==> config.mk <==
export PLATFORM = sky130hd
export DESIGN_NAME = frame_streamer_flat
export DESIGN_NICKNAME = d
export VERILOG_FILES = /design/src/rtl/frame_streamer_if.sv /design/src/rtl/frame_streamer.sv /design/src/flat_wrapper.sv
export SDC_FILE = /design/constraint.sdc
export NUM_CORES = 1
export LEC_CHECK = 0
export CORE_AREA = 2 2 166 168
export CTS_CLUSTER_SIZE = 28
export DETAILED_ROUTE_END_ITERATION = 7
export DIE_AREA = 0 0 168 170
export HOLD_SLACK_MARGIN = 0.05
export SYNTH_ARGS = -nofsm -noshare
export SYNTH_HDL_FRONTEND = slang
export SYNTH_SLANG_ARGS = --single-unit
==> constraint.sdc <==
create_clock -name clk -period 4.43 [get_ports clk]
set_input_delay 0.886 -clock clk [delete_from_list [all_inputs] [get_ports clk]]
set_output_delay 0.886 -clock clk [all_outputs]
set_load 0.02 [all_outputs]
==> src/rtl/frame_streamer_if.sv <==
// Frame-streamer bus bundle.
// Groups the frame-buffer read port, the pixel stream towards the DUT,
// the DUT result input and the result write-back port.
//   master : streamer side (drives reads, pixel stream, write-back)
//   slave  : environment side (frame buffer and DUT under test)
interface frame_streamer_if #(
  parameter int PIXEL_SIZE = 24,
  parameter int ADDR_W     = 20
);
  logic                  rd_en;
  logic [ADDR_W-1:0]     rd_addr;
  logic [PIXEL_SIZE-1:0] rd_data;
  logic [PIXEL_SIZE-1:0] data;
  logic                  valid;
  logic                  hsync;
  logic                  vsync;
  logic [PIXEL_SIZE-1:0] result;
  logic                  wr_en;
  logic [ADDR_W-1:0]     wr_addr;
  logic [PIXEL_SIZE-1:0] wr_data;

  modport master (
    output rd_en, rd_addr, data, valid, hsync, vsync, wr_en, wr_addr, wr_data,
    input  rd_data, result
  );

  modport slave (
    input  rd_en, rd_addr, data, valid, hsync, vsync, wr_en, wr_addr, wr_data,
    output rd_data, result
  );
endinterface

==> src/rtl/frame_streamer.sv <==
// Frame streamer: reads a width x height frame from a frame buffer in raster
// order, presents each pixel to a pipelined DUT, and writes each DUT result
// back to the same address LATENCY enabled cycles later.
// Ports:
//   clk, reset_n   : clock, asynchronous active-low reset
//   en             : global enable, low freezes everything
//   start          : frame start request (sampled in IDLE)
//   width, height  : frame dimensions, latched on accepted start
//   busy, done     : frame in progress / one-cycle completion pulse
//   bus (master)   : read port, pixel stream, result input, write-back port
//
// state  | meaning
// IDLE   | waiting for start
// ACTIVE | issuing one frame-buffer read per enabled cycle
// BLANK  | HBLANK idle cycles between rows
// DRAIN  | waiting for the last results to leave the DUT pipeline
// DONE   | one-cycle completion pulse
module frame_streamer #(
  parameter int PIXEL_SIZE = 24,
  parameter int ADDR_W     = 20,
  parameter int DIM_W      = 12,
  parameter int LATENCY    = 4,
  parameter int HBLANK     = 0
) (
  input  logic             clk,
  input  logic             reset_n,
  input  logic             en,
  input  logic             start,
  input  logic [DIM_W-1:0] width,
  input  logic [DIM_W-1:0] height,
  output logic             busy,
  output logic             done,
  frame_streamer_if.master bus
);

  typedef enum logic [2:0] {
    S_IDLE,
    S_ACTIVE,
    S_BLANK,
    S_DRAIN,
    S_DONE
  } state_t;

  localparam logic [ADDR_W-1:0] ADDR_ONE   = ADDR_W'(1);
  localparam logic [DIM_W-1:0]  DIM_ONE    = DIM_W'(1);
  // Down-counters end at zero, so load one less than the cycles wanted.
  // DRAIN needs LATENCY+1 cycles: one for the read data, LATENCY for the DUT.
  localparam logic [7:0]        DRAIN_LOAD = 8'(LATENCY);
  localparam logic [7:0]        BLANK_LOAD = 8'(HBLANK - 1);

  state_t            state;
  logic [DIM_W-1:0]  w_q;
  logic [DIM_W-1:0]  h_q;
  logic [DIM_W-1:0]  col;
  logic [DIM_W-1:0]  row;
  logic [ADDR_W-1:0] addr;
  logic [7:0]        cnt;

  logic              valid_q;
  logic              hsync_q;
  logic              vsync_q;
  logic [ADDR_W-1:0] pix_addr;
  logic [LATENCY-1:0] sr_valid;
  logic [ADDR_W-1:0] sr_addr [LATENCY];
  logic              valid_out;

  // Linear address counter equals row*width+col, wrapping modulo 2^ADDR_W.
  always_ff @(posedge clk or negedge reset_n) begin
    if (!reset_n) begin
      state <= S_IDLE;
      w_q   <= '0;
      h_q   <= '0;
      col   <= '0;
      row   <= '0;
      addr  <= '0;
      cnt   <= '0;
    end else if (en) begin
      case (state)
        S_IDLE: begin
          if (start) begin
            w_q   <= width;
            h_q   <= height;
            col   <= '0;
            row   <= '0;
            addr  <= '0;
            state <= (width == '0 || height == '0) ? S_DONE : S_ACTIVE;
          end
        end
        S_ACTIVE: begin
          addr <= addr + ADDR_ONE;
          if (col == w_q - DIM_ONE) begin
            col <= '0;
            if (row == h_q - DIM_ONE) begin
              state <= S_DRAIN;
              cnt   <= DRAIN_LOAD;
            end else begin
              row <= row + DIM_ONE;
              if (HBLANK != 0) begin
                state <= S_BLANK;
                cnt   <= BLANK_LOAD;
              end
            end
          end else begin
            col <= col + DIM_ONE;
          end
        end
        S_BLANK: begin
          if (cnt == '0) state <= S_ACTIVE;
          else           cnt   <= cnt - 8'd1;
        end
        S_DRAIN: begin
          if (cnt == '0) state <= S_DONE;
          else           cnt   <= cnt - 8'd1;
        end
        S_DONE:  state <= S_IDLE;
        default: state <= S_IDLE;
      endcase
    end
  end

  // Read-data stage (pixel tags) and the write-back delay line.
  always_ff @(posedge clk or negedge reset_n) begin
    if (!reset_n) begin
      valid_q  <= 1'b0;
      hsync_q  <= 1'b0;
      vsync_q  <= 1'b0;
      pix_addr <= '0;
      sr_valid <= '0;
      for (int i = 0; i < LATENCY; i++) sr_addr[i] <= '0;
    end else if (en) begin
      valid_q <= (state == S_ACTIVE);
      if (state == S_ACTIVE) begin
        pix_addr <= addr;
        hsync_q  <= (col == '0);
        vsync_q  <= (col == '0) && (row == '0);
      end
      sr_valid[0] <= valid_q;
      sr_addr[0]  <= pix_addr;
      for (int i = 1; i < LATENCY; i++) begin
        sr_valid[i] <= sr_valid[i-1];
        sr_addr[i]  <= sr_addr[i-1];
      end
    end
  end

  assign busy = (state == S_ACTIVE) || (state == S_BLANK) || (state == S_DRAIN);
  assign done = (state == S_DONE);

  assign valid_out   = en && valid_q;
  assign bus.rd_en   = en && (state == S_ACTIVE);
  assign bus.rd_addr = addr;
  assign bus.valid   = valid_out;
  // Frame-buffer data is passed straight through in the cycle it arrives;
  // outside that cycle (and in reset) the output is parked at zero.
  assign bus.data    = valid_q ? bus.rd_data : '0;
  assign bus.hsync   = valid_out && hsync_q;
  assign bus.vsync   = valid_out && vsync_q;
  assign bus.wr_en   = en && sr_valid[LATENCY-1];
  assign bus.wr_addr = sr_addr[LATENCY-1];
  assign bus.wr_data = sr_valid[LATENCY-1] ? bus.result : '0;

endmodule

==> src/flat_wrapper.sv <==
// flat-port wrapper written by rule: the top's interface ports become plain ports
module frame_streamer_flat 
#(
  parameter int PIXEL_SIZE = 24,
  parameter int ADDR_W     = 20,
  parameter int DIM_W      = 12,
  parameter int LATENCY    = 4,
  parameter int HBLANK     = 0
)
  (clk, reset_n, en, start, width, height, busy, done, bus_rd_en, bus_rd_addr, bus_data, bus_valid, bus_hsync, bus_vsync, bus_wr_en, bus_wr_addr, bus_wr_data, bus_rd_data, bus_result);
  frame_streamer_if #(.PIXEL_SIZE(PIXEL_SIZE), .ADDR_W(ADDR_W)) bus_i ();
  input  logic clk;
  input  logic reset_n;
  input  logic en;
  input  logic start;
  input  logic [DIM_W-1:0] width;
  input  logic [DIM_W-1:0] height;
  output logic busy;
  output logic done;
  output wire logic [$bits(bus_i.rd_en)-1:0] bus_rd_en;
  output wire logic [$bits(bus_i.rd_addr)-1:0] bus_rd_addr;
  output wire logic [$bits(bus_i.data)-1:0] bus_data;
  output wire logic [$bits(bus_i.valid)-1:0] bus_valid;
  output wire logic [$bits(bus_i.hsync)-1:0] bus_hsync;
  output wire logic [$bits(bus_i.vsync)-1:0] bus_vsync;
  output wire logic [$bits(bus_i.wr_en)-1:0] bus_wr_en;
  output wire logic [$bits(bus_i.wr_addr)-1:0] bus_wr_addr;
  output wire logic [$bits(bus_i.wr_data)-1:0] bus_wr_data;
  input wire logic [$bits(bus_i.rd_data)-1:0] bus_rd_data;
  input wire logic [$bits(bus_i.result)-1:0] bus_result;
  assign bus_rd_en = bus_i.rd_en;
  assign bus_rd_addr = bus_i.rd_addr;
  assign bus_data = bus_i.data;
  assign bus_valid = bus_i.valid;
  assign bus_hsync = bus_i.hsync;
  assign bus_vsync = bus_i.vsync;
  assign bus_wr_en = bus_i.wr_en;
  assign bus_wr_addr = bus_i.wr_addr;
  assign bus_wr_data = bus_i.wr_data;
  assign bus_i.rd_data = bus_rd_data;
  assign bus_i.result = bus_result;
  frame_streamer #(.PIXEL_SIZE(PIXEL_SIZE), .ADDR_W(ADDR_W), .DIM_W(DIM_W), .LATENCY(LATENCY), .HBLANK(HBLANK)) u_core (.clk(clk), .reset_n(reset_n), .en(en), .start(start), .width(width), .height(height), .busy(busy), .done(done), .bus(bus_i));
endmodule
; ---- After elaboration in Yosys (flattened, before gate mapping)
; Cells that the tools add are included.
[op_classes]
n_addsub = 6
eq_ne = 13
n_mux = 21
n_reduce_logical = 24
[ops]
columns = operator, count
row1 = 12-bit logical NOT, 4
row2 = 12-bit 2-to-1 mux, 4
row3 = 24-bit 2-to-1 mux, 2
row4 = 12-bit one-hot mux with 2 select lines, 2
row5 = 20-bit one-hot mux with 2 select lines, 1
row6 = 12-bit by 1-bit adder with 12-bit output (second input constant), 2
row7 = 12-bit equality test, 2
row8 = 8-bit 2-to-1 mux, 3
row9 = 12-bit by 1-bit subtractor with 12-bit output (second input constant), 2
row10 = 20-bit by 1-bit adder with 20-bit output (second input constant), 1
row11 = 20-bit 2-to-1 mux, 1
row12 = 3-bit 2-to-1 mux, 6
row13 = 8-bit one-hot mux with 2 select lines, 1
row14 = 3-bit one-hot mux with 4 select lines, 1
row15 = 5-bit AND reduction, 2
row16 = 8-bit logical NOT, 1
row17 = 2-bit by 1-bit != test with 1-bit output (second input constant), 4
row18 = 8-bit by 1-bit subtractor with 8-bit output (second input constant), 1
row19 = 3-bit by 2-bit equality test with 1-bit output (second input constant), 2
row20 = 1-bit logical AND, 6
row21 = 2-bit != test (second input constant), 3
row22 = 3-bit AND reduction, 2
row23 = 6-bit AND reduction, 1
row24 = 2-bit nonzero test, 2
row25 = 6 further kinds, 8
[totals]
regBits = 186
in_bits = 76
output_inout_bits = 95
elab_cells = 80

; ---- Depth between registers and ports, before layout
; Gate-level depths: netlist (run 1).
[depth]
ltp_word = 5
mapped_depth = 12
mapped_depth_nobuf = 10

; ---- Worst setup path before layout (run 1)
; OpenSTA, ideal clock, no wires.
[synth_path]
path_type = reg-to-reg
startpoint = register u_core.h_q[0]
endpoint = register u_core.row[9]
setup_time_ns = 0.079
arrival_ns = 2.736
t_required_ns = 4.351
setup_slack_ns = 1.615
path_stages_with_launch = 13
n_path_buf = 2
synth_period_minus_slack_ns = 2.815
cell_sequence = dfrtp_1 > inv_1 > ha_1 > or4b_1 > nor4b_1 > a31oi_1 > a31o_2 > a221o_1 > buf_6 > and2_4 > buf_6 > o21ai_2 > mux2i_1
[synth_via]
elab_chain_cells = 4
[synth_rtl]
columns = element, line_no
row1 = from (decl), frame_streamer.sv:53  ; logic [DIM_W-1:0] h_q;
row2 = from (signal assigned), frame_streamer.sv:82  ; h_q <= height;
row3 = 12-bit by 1-bit subtractor with 12-bit output, frame_streamer.sv:93  ; if (row == h_q - DIM_ONE) begin
row4 = 12-bit equality test, frame_streamer.sv:93
row5 = 2-bit != test (no source line), -
row6 = 5-bit AND reduction (no source line), -
row7 = to (signal assigned), frame_streamer.sv:97  ; row <= row + DIM_ONE;
row8 = to (decl), frame_streamer.sv:55  ; logic [DIM_W-1:0] row;
; Every way passes these cells.
; A chain may end at the register's enable or synchronous reset.

; ---- Final worst setup path (run 1)
[layout_path]
startpoint = register u_core.state[1]
endpoint = output bus_rd_en
[layout_via]
elab_chain_cells = 2
[layout_rtl]
columns = element, line_no
row1 = from (decl), frame_streamer.sv:51  ; state_t state;
row2 = from (signal assigned), frame_streamer.sv:86  ; state <= (width == '0 || height == '0) ? S_DONE : S_ACTIVE;
row3 = 3-bit by 1-bit equality test with 1-bit output, frame_streamer.sv:150  ; assign bus.rd_en = en && (state == S_ACTIVE);
row4 = 1-bit logical AND, frame_streamer.sv:150
row5 = to (decl), flat_wrapper.sv:20  ; output wire logic [$bits(bus_i.rd_en)-1:0] bus_rd_en;
; Every way passes these cells.

==> results of run 1 <==
==> per-layer routing <==
metal	GRT usage [%]	wire length, um	part of all wire (%)	vias up
li1	-	-	-	3319
met1	20.2	9860	46	3381
met2	25.9	10400	48	181
met3	3.02	1060	4.9	15
met4	4.73	261	1.2	0
met5	0	0	0	-
==> metrics by stage <==
stage | setup slack [ps] | utilization (%)
after global placement | 1170 | 41.7
after floorplan | 1620 | -
after detailed placement | 1160 | 41.7
final | 1100 | 44.0
after global routing | 857 | 44.0
after CTS | 1050 | 44.0
==> cell usage after synthesis, types with 2 or more instances <==
| cell type | n |
|---|---|
| nor3_1 | 12 |
| nor4b_1 | 7 |
| o21ai_0 | 47 |
| buf_4 | 20 |
| xor2_1 | 9 |
| dfrtp_1 | 186 |
| or3_1 | 7 |
| buf_6 | 2 |
| nand4_1 | 13 |
| o2bb2ai_1 | 3 |
| a21o_1 | 2 |
| a31oi_1 | 9 |
| or4b_1 | 3 |
| and4b_1 | 2 |
| o31ai_1 | 13 |
| a21boi_1 | 4 |
| and3b_1 | 3 |
| nand2b_1 | 7 |
| mux2i_1 | 6 |
| nor2b_1 | 7 |
| nand3_1 | 22 |
| and3_1 | 18 |
| nand2_1 | 101 |
| and2_1 | 53 |
| nor2_1 | 45 |
| inv_1 | 18 |
| o22ai_1 | 2 |
| a211oi_1 | 2 |
| or4_1 | 2 |
| a21oi_1 | 14 |
| o21ai_1 | 3 |
| mux2_2 | 108 |
| a22o_1 | 2 |
| xnor2_1 | 21 |
| ha_1 | 9 |
| o211ai_1 | 5 |
| nand3b_1 | 2 |
| clkbuf_1 | 42 |
| nor4_1 | 14 |
==> power by group through the flow <==
| stage | Combinational (uW) | Sequential, uW | Clock (uW) |
|---|---|---|---|
| finish | 1280 | 2230 | 1570 |
| global placement | 1270 | 2260 | 0 |
| detailed placement | 1290 | 2270 | 0 |
| floorplan | 895 | 2150 | 0 |
| CTS | 1300 | 2230 | 1620 |
| global route | 1410 | 2280 | 1680 |
==> layout make-up <==
class                   count  area share [%]
clock buffers              17            3.63
clock inverters            15            1.62
inverters                  18           0.577
multi-input cells         604            35.6
flip-flops and latches    186            39.7
well taps                 341            3.64
repair buffers            179            15.2
==> cell families (layout without fill, tap and decap cells) <==
logic type               Yosys count  after routing  synth area share, %
multiplexers                     114            114                 13.8
flip-flops                       186            186                 50.5
AO/OA/AOI/OAI                    122            122                 8.49
buffers and inverters             82            229                 4.31
XOR/XNOR                          30             30                 2.85
AND/OR/NAND/NOR                  329            329                 18.8
adder cells (fa/ha/maj)            9              9                 1.22
==> placed cells by master (no fill, tap or decap), drive strengths merged, types with 3 or more instances in the layout <==
master and n:
and2 55, mux2i 6, a21boi 4, nor3 13
dfrtp 186, nand2 101, or4 3, nor4 14
nor2 45, nor4b 8, xnor2 21, buf 10
o2bb2ai 3, nand2b 7, nor2b 7, inv 26
nand3 22, o211ai 5, o21ai 51, or4b 4
a31oi 9, mux2 108, clkinv 6, and3b 3
ha 9, o31ai 13, nand4 13, xor2 9
a21oi 15, and3 18, clkbuf 18, or3 7
clkdlybuf4s50 168
==> sequential cells by signal, summed over array words and instances (netlist names), 3 cells and up <==
name                flops
u_core.bus.rd_addr     20
u_core.bus.wr_addr     20
u_core.cnt              8
u_core.col             12
u_core.h_q             12
u_core.pix_addr        20
u_core.row             12
u_core.sr_addr         60
u_core.sr_valid         4
u_core.state            3
u_core.w_q             12
==> worst max-delay path: stages, from the launching register on <==
cell and delay [ps]:
dfrtp_1 480, nand2b_1 200, nor2_1 310, nand2_1 130, inv_1 230, clkdlybuf4s50_1 660
==> worst max-delay path by stage <==
stage / start / endpoint / slack, ps / cells after the start
2_1_floorplan: u_core.h_q[0] / u_core.row[9] / 1620 / 12
3_3_place_gp: en / u_core.col[11] / 1170 / 9
3_5_place_dp: en / u_core.col[11] / 1160 / 9
4_1_cts: u_core.state[1] / bus_rd_en / 1050 / 5
5_1_grt: u_core.w_q[0] / u_core.cnt[5] / 860 / 11
6_report: u_core.state[1] / bus_rd_en / 1100 / 5
==> impl_metrics.ini, run 1 <==
[placed_design]
io_buffers = 170
dpl_cell_area_um2 = 11100
dp_hpwl_mm = 15.2
dpl.cell_count = 1328
routabilityCongestion = 0.810

[yosys]
ys_types = 66
yosys_warnings = 0
synth_fp_nets = 957
avgSynthCellArea_um2 = 10.6
ys.flop_type = dfrtp_1
async_flop_share_pct = 100
synth_seq_cells = 186
syn_area_um2 = 9220
synth_edf_count = 0
yosysTopAreaCell = dfrtp_1
syn_inst = 872
yosys.area.top_type_share_pct = 50.5
synthTopCellsByArea = dfrtp_1 (50%), mux2_2 (13%), nand2_1 (4.1%), and2_1 (3.6%), o21ai_0 (2.6%)
ys_seq_area_share_pct = 50.5

[clock_tree]
worstSkewPairLatency_ps = 440
path_clk_slew_ps = 70
root_buffer = clkbuf_16
cts.sink_count = 186
ctsResizeCount = 0
cts_tree = yes
cts_made_buffers = 17
h-tree-depth = 4
cts_hold_buffers = 0
clk_path_buf_depth = 2
cts_setup_buffers = 0

[routing]
vias = 6896
wl_per_cell_um = 15.9
drc = 0
first_pass_iters = 5
dr.first_iter.drc_count = 369
final_antenna_net_count = 0
vias_per_cell = 5.07
routed_wl_mm = 21.6

[cells_and_area]
drive_above_1_share_pct = 15.9
multiInputGateArea_um2 = 4170
num-fill-cells = 2525
layout.nets = 1091
num_antenna_cells = 0
fin_cells = 1360
layout-area-overhead-vs-synth_pct = 27.1
register_area_um2 = 4650
postLayoutCellArea_um2 = 11700

[pwr]
sw_frac_of_total_pct = 33.6
clock_power_share_pct = 30.9
cellLeakagePower_uw = 0.00518
internal_power_uw = 3370
p_switching_uw = 1700
ir_worst_vdd_uv = 239
power_density_nw_per_um2 = 433
power_uw = 5070
seqPwrFrac_pct = 43.9
combinationalPowerShare_pct = 25.2

[timing]
slew_headroom_pct = 31.9
tns_ps = 0
timing.hold.ws_ps = 394
fin_crit_sh_pct = 75.1
post-route-min-period_ps = 3330
rsz0062_at_grt = false
hold_viol_final = 0
fmax_mhz = 301
tightest_slew_ps = 1020
finalSetupViolCount = 0
drv_slew = 0
fin_worst_skew_ps = 16.7

[critical_path]
r2r_setup_slack_ps = 1170
required_ps = 3540
cp-end-kind = primary output
rr_startpoint = u_core.w_q[0]
r2r-end = u_core.cnt[5]
critical_path_class = reg2out
crit_fanout = 10
worstRegToRegCells = 11
cp_data_arrival_time_ps = 2440
start_kind = flip-flop

[global_route]
first_global_vias = 6637
grt_pass1_wl_mm = 35.3
antenna_found_initial = 0
grt-ovfl-total = 0
grt_max_degree = 99
grt.total_usage_pct = 15.4

[die]
start_util_pct = 34.6
chipHeight_um = 170
rows = 60
ios = 171
fp.dieArea_um2 = 28600
core-area_um2 = 26700
dieWidth_um = 168

[flow_run]
drv_cap = 0

[min_path]
min_path_type = in2async

[outcome]
outcome = finished, final reports clean
No activity file was read; power rests on OpenSTA's default activity.
==> run 2, diff against run 1 <==
clock period = 2.9 ns   (was 4.43 ns; I/O delays follow)
==> run 2 against run 1 <==
  * First-iteration DRC count rose by 13%
  * Clock-buffer cell count did not move
  * Clock skew fell by 0.79 ps
  * Critical path type is now reg2reg
  * Non-clock buffer count rose by 31
  * Total power rose by 59%
  * Worst setup slack got worse by 1000 ps
  * Routed wire length rose by 3.3%
  * Die area did not move
  * Register-to-register slack got worse by 1100 ps
  * Core utilization rose by 1.4 points
  * Sequential cell count did not move
  * Clock power rose by 58%
==> impl_metrics.ini, run 2 (synthesized netlist as in run 1, its figures left out) <==
[critical_path]
slowest_stage = or4_4
crit_fanout = 6
critical_path_class = reg2reg
cp_data_arrival_time_ps = 3190
start_kind = flip-flop
required_ps = 3250
critical-path-max-stage-delay_ps = 560
cp-end-kind = flip-flop
worstPathCellList = or4_4, or4b_1, a21boi_1, o211ai_1, a221o_2, and2_4, o21ai_2, mux2i_1

[timing]
drv_slew = 0
slew_headroom_pct = 49.0
finalSetupViolCount = 0
post-route-min-period_ps = 2840
hold_viol_final = 0
tightest_slew_ps = 755
fin_crit_sh_pct = 97.8
fmax_mhz = 353
fin_worst_skew_ps = 15.9
timing.hold.ws_ps = 190

[clock_tree]
h-tree-depth = 4
path_clk_slew_ps = 80
clk_path_buf_depth = 2
cts_made_buffers = 17
root_buffer = clkbuf_16
worstSkewPairLatency_ps = 440
cts_tree = yes
cts.sink_count = 186
cts_hold_buffers = 0

[cells_and_area]
num_antenna_cells = 0
final_cell_mix = dfrtp_1 (186), clkdlybuf4s50_1 (168), mux2_2 (108), nand2_1 (100), and2_1 (54)
largest_reg_flops = 60
drive_above_1_share_pct = 19.8
fin_cells = 1392
layout.nets = 1123
final_common_cell = dfrtp_1
largest_register = u_core.sr_addr
layout-area-overhead-vs-synth_pct = 31.0

[die]
chipHeight_um = 170
rows = 60
dieWidth_um = 168
core-area_um2 = 26700
start_util_pct = 34.6
ios = 171
fp.dieArea_um2 = 28600

[routing]
routed_wl_mm = 22.3
wirelength_met1_mm = 10.1
final_antenna_net_count = 0
dr.max_layer_used = met4
vias = 6977
wl_per_cell_um = 16.0
drc = 0
dr_wl_met3_mm = 1.31
first_pass_iters = 4
dr.first_iter.drc_count = 417
wl_met2_mm = 10.7
vias_per_cell = 5.01

[flow_run]
drv_cap = 0

[placed_design]
io_buffers = 170
routabilityCongestion = 0.830
dpl.cell_count = 1357
dp_hpwl_mm = 15.7

[global_route]
grt.total_usage_pct = 15.6
first_global_vias = 6734
antenna_found_initial = 0
grt-ovfl-total = 0
grt_pass1_wl_mm = 35.6
grt_max_degree = 88

[min_path]
min_path_type = in2async

[outcome]
outcome = finished, final reports clean

[pwr]
ir_worst_vdd_uv = 366
power_density_nw_per_um2 = 666
cellLeakagePower_uw = 0.00538
==> run 2: cell count changes in the layout (fill, tap and decap cells not counted), moves of 2 or more <==
cell,change
a211oi_1,-2
a211oi_2,+2
buf_4,+30
bufinv_16,+2
clkinv_8,-2
inv_12,-3
inv_8,+3
nor4b_1,-2
==> run 2: final timing paths <==
check / start / slack, ps / endpoint / cells after the start
worst max register to register: u_core.h_q[0] / 60 / u_core.row[9] / 8
worst min register to register: u_core.pix_addr[17] / 480 / u_core.pix_addr[17] / 2
min in group clk: u_core.pix_addr[17] / 480 / u_core.pix_addr[17] / 2
worst max-delay path: u_core.h_q[0] / 60 / u_core.row[9] / 8
max in group asynchronous: reset_n / 1950 / u_core.pix_addr[0] / 2
worst min-delay path: reset_n / 190 / u_core.row[10] / 1
==> run 2: layout make-up <==
cell class                      instances  area, um2
Fill cell                            2520      14600
Inverter                               18       67.6
Tap cell                              341        427
Sequential cell                       186       4650
Clock buffer                           17        425
Multi-Input combinational cell        605       4290
Timing Repair Buffer                  210       2020
Clock inverter                         15        199
==> run 2: timing repair <==
action,in CTS,in global routing
hold endpoints to repair,0,0
pin swaps,0,10
endpoints found under the setup margin,8,30
gates cloned,0,1
setup buffers,0,2
gates resized for setup,3,19
==> run 2: power by group <==
| part | total, uW | internal, uW | switching (uW) | leakage, uW |
|---|---|---|---|---|
| clock network | 2480 | 1330 | 1150 | 0.000305 |
| registers | 3330 | 2950 | 385 | 0.00249 |
| logic | 2240 | 1160 | 1080 | 0.00258 |
==> run 2: critical path, delay by kind of cell, from the launching register on <==
family	cells	cell delay, ps
multiplexers	1	190
AND/OR/NAND/NOR	3	1240
AO/OA/AOI/OAI	4	900
flip-flops	1	420
==> run 2: through the flow <==
step	power, uW	worst slack, ps	TNS (ps)	utilization (%)	instance area [um2]
floorplan	4650	85.2	0	-	9220
global placement	5520	27.6	0	42.5	11300
detailed placement	5550	-43.9	-85.4	42.5	11300
CTS	8070	31.9	0	44.9	12000
global route	8510	-13.6	-31.6	45.3	12100
finish	8050	63.9	0	45.3	12100
==> run 2: routing by layer <==
| layer | vias up | GRT usage, % |
|---|---|---|
| met5 | - | 0 |
| met4 | 0 | 3.44 |
| met3 | 15 | 3.74 |
| met2 | 172 | 27.2 |
| met1 | 3403 | 19.6 |
| li1 | 3387 | - |
==> run 3, diff against run 2 <==
CORE_AREA = 5 5 169 171   (was 2 2 166 168)
DIE_AREA = 0 0 174 176   (was 0 0 168 170)
==> run 3 against run 2 <==
  * First-iteration DRC count grew 2.9%
  * Routed wire length rose by 0.94%
  * Clock power shrank 4%
  * Via count increased by 1.9%
  * Sequential power barely moved
  * Clock skew decreased by 1.7 ps
  * Non-clock buffer count did not move
  * Sequential cell count unchanged
  * Highest routed layer unchanged
==> impl_metrics.ini, run 3 (synthesized netlist as in run 1, its figures left out) <==
[outcome]
outcome = finished, final reports clean

[clock_tree]
cts.sink_count = 186
root_buffer = clkbuf_16
clk_path_buf_depth = 2
cts_made_buffers = 17
cts_tree = yes
path_clk_slew_ps = 80
h-tree-depth = 4
worstSkewPairLatency_ps = 430

[cells_and_area]
num-fill-cells = 2532
num_antenna_cells = 0
largest_reg_flops = 60
drive_above_1_share_pct = 19.9
postLayoutCellArea_um2 = 12100
layout.nets = 1124
final_common_cell = dfrtp_1
fin_util_pct = 45.3
largest_register = u_core.sr_addr
final_cell_mix = dfrtp_1 (186), clkdlybuf4s50_1 (167), mux2_2 (108), nand2_1 (101), and2_1 (53)
layout-area-overhead-vs-synth_pct = 31.2
fin_cells = 1393

[timing]
post-route-min-period_ps = 2810
hold_viol_final = 0
tns_ps = 0
finalSetupViolCount = 0
timing.hold.ws_ps = 115
fin_worst_skew_ps = 14.2
rsz0062_at_grt = true
fmax_mhz = 355
drv_slew = 0
slew_headroom_pct = 56.4
fin_crit_sh_pct = 97.0
tightest_slew_ps = 655

[routing]
final_antenna_net_count = 0
vias = 7109
wl_per_cell_um = 16.2
first_pass_iters = 5
routed_wl_mm = 22.5
vias_per_cell = 5.10
dr.first_iter.drc_count = 429
drc = 0

[placed_design]
dp_hpwl_mm = 16.1
routabilityCongestion = 0.799
dpl.cell_count = 1355
io_buffers = 170
dpl_cell_area_um2 = 11300

[die]
ios = 171
fp.dieArea_um2 = 30600
core-area_um2 = 26700
rows = 60
dieWidth_um = 174
start_util_pct = 34.5
chipHeight_um = 176

[pwr]
ir_worst_vdd_uv = 368
power_density_nw_per_um2 = 659
cellLeakagePower_uw = 0.00537
clock_power_share_pct = 29.7
combinationalPowerShare_pct = 28.6
p_switching_uw = 2690
sw_frac_of_total_pct = 33.7
internal_power_uw = 5280
seqPwrFrac_pct = 41.8

[critical_path]
start_kind = flip-flop
critical_path_class = reg2reg
required_ps = 3250
cp-end-kind = flip-flop
r2r_setup_slack_ps = 90
cp_data_arrival_time_ps = 3160
crit_fanout = 5

[global_route]
antenna_found_initial = 0
grt_pass1_wl_mm = 36.5
grt.total_usage_pct = 14.5
use_met3_pct = 3.49
grt-ovfl-total = 0
first_global_vias = 6885
use_met1_pct = 18.6
grt_max_degree = 57
busiest_layer = met2
grt_util_met2_pct = 24.6

[min_path]
min_path_type = in2async

[flow_run]
drv_cap = 0
[run 3: what timing repair did]
action | CTS | global route
hold buffers | 0 | 0
resized for setup | 2 | 23
setup endpoints to repair | 6 | 30
pin swaps | 1 | 12
cloned | 0 | 2
setup buffers | 0 | 4
[run 3: worst paths after layout]
kind	start	endpoint	depth (start not counted)
setup / recovery	u_core.h_q[0]	u_core.row[10]	11
hold / removal	reset_n	u_core.w_q[9]	1
setup reg to reg	u_core.h_q[0]	u_core.row[10]	11
hold reg to reg	u_core.pix_addr[16]	u_core.pix_addr[16]	2
max in group asynchronous	reset_n	u_core.cnt[5]	2
min in group clk	u_core.pix_addr[16]	u_core.pix_addr[16]	2
[run 3: stage by stage]
stage / setup slack, ps / power [uW]
floorplan: 85.2 / 4650
global placement: 25.2 / 5520
detailed placement: -78.2 / 5570
CTS: 5.86 / 7980
global route: -49.1 / 8450
finish: 87.0 / 7970
[run 3: metal layers]
layer | up-vias | routed length (um)
met5 | - | 0
met4 | 0 | 210
met3 | 11 | 1260
met2 | 197 | 10900
met1 | 3505 | 10100
li1 | 3396 | -
[run 3: power groups by stage]
| stage | Sequential, uW | Clock [uW] | Combinational [uW] |
|---|---|---|---|
| 3_3_place_gp | 3360 | 0 | 2160 |
| 6_report | 3330 | 2370 | 2280 |
| 4_1_cts | 3330 | 2450 | 2200 |
| 3_5_place_dp | 3380 | 0 | 2190 |
| 2_1_floorplan | 3280 | 0 | 1370 |
| 5_1_grt | 3400 | 2560 | 2500 |
[run 3: worst max-delay path, stage by stage (launching register included)]
cell and delay (ps):
dfrtp_1 400, inv_1 110, ha_4 150, or4b_4 490, buf_4 160, o221ai_1 180, nand2_1 120, a2111oi_2 260
a221o_2 280, a21oi_4 90, or3_1 340, a21boi_1 160
[run 3: final cells by class]
type	instances	area, um2	area share [%]
sequential	186	4650	38.5
multi-input combinational	606	4300	35.5
timing repair buffer	210	2030	16.8
tap	341	427	3.53
clock buffer	17	425	3.52
clock inverter	15	191	1.58
inverter	18	67.6	0.558
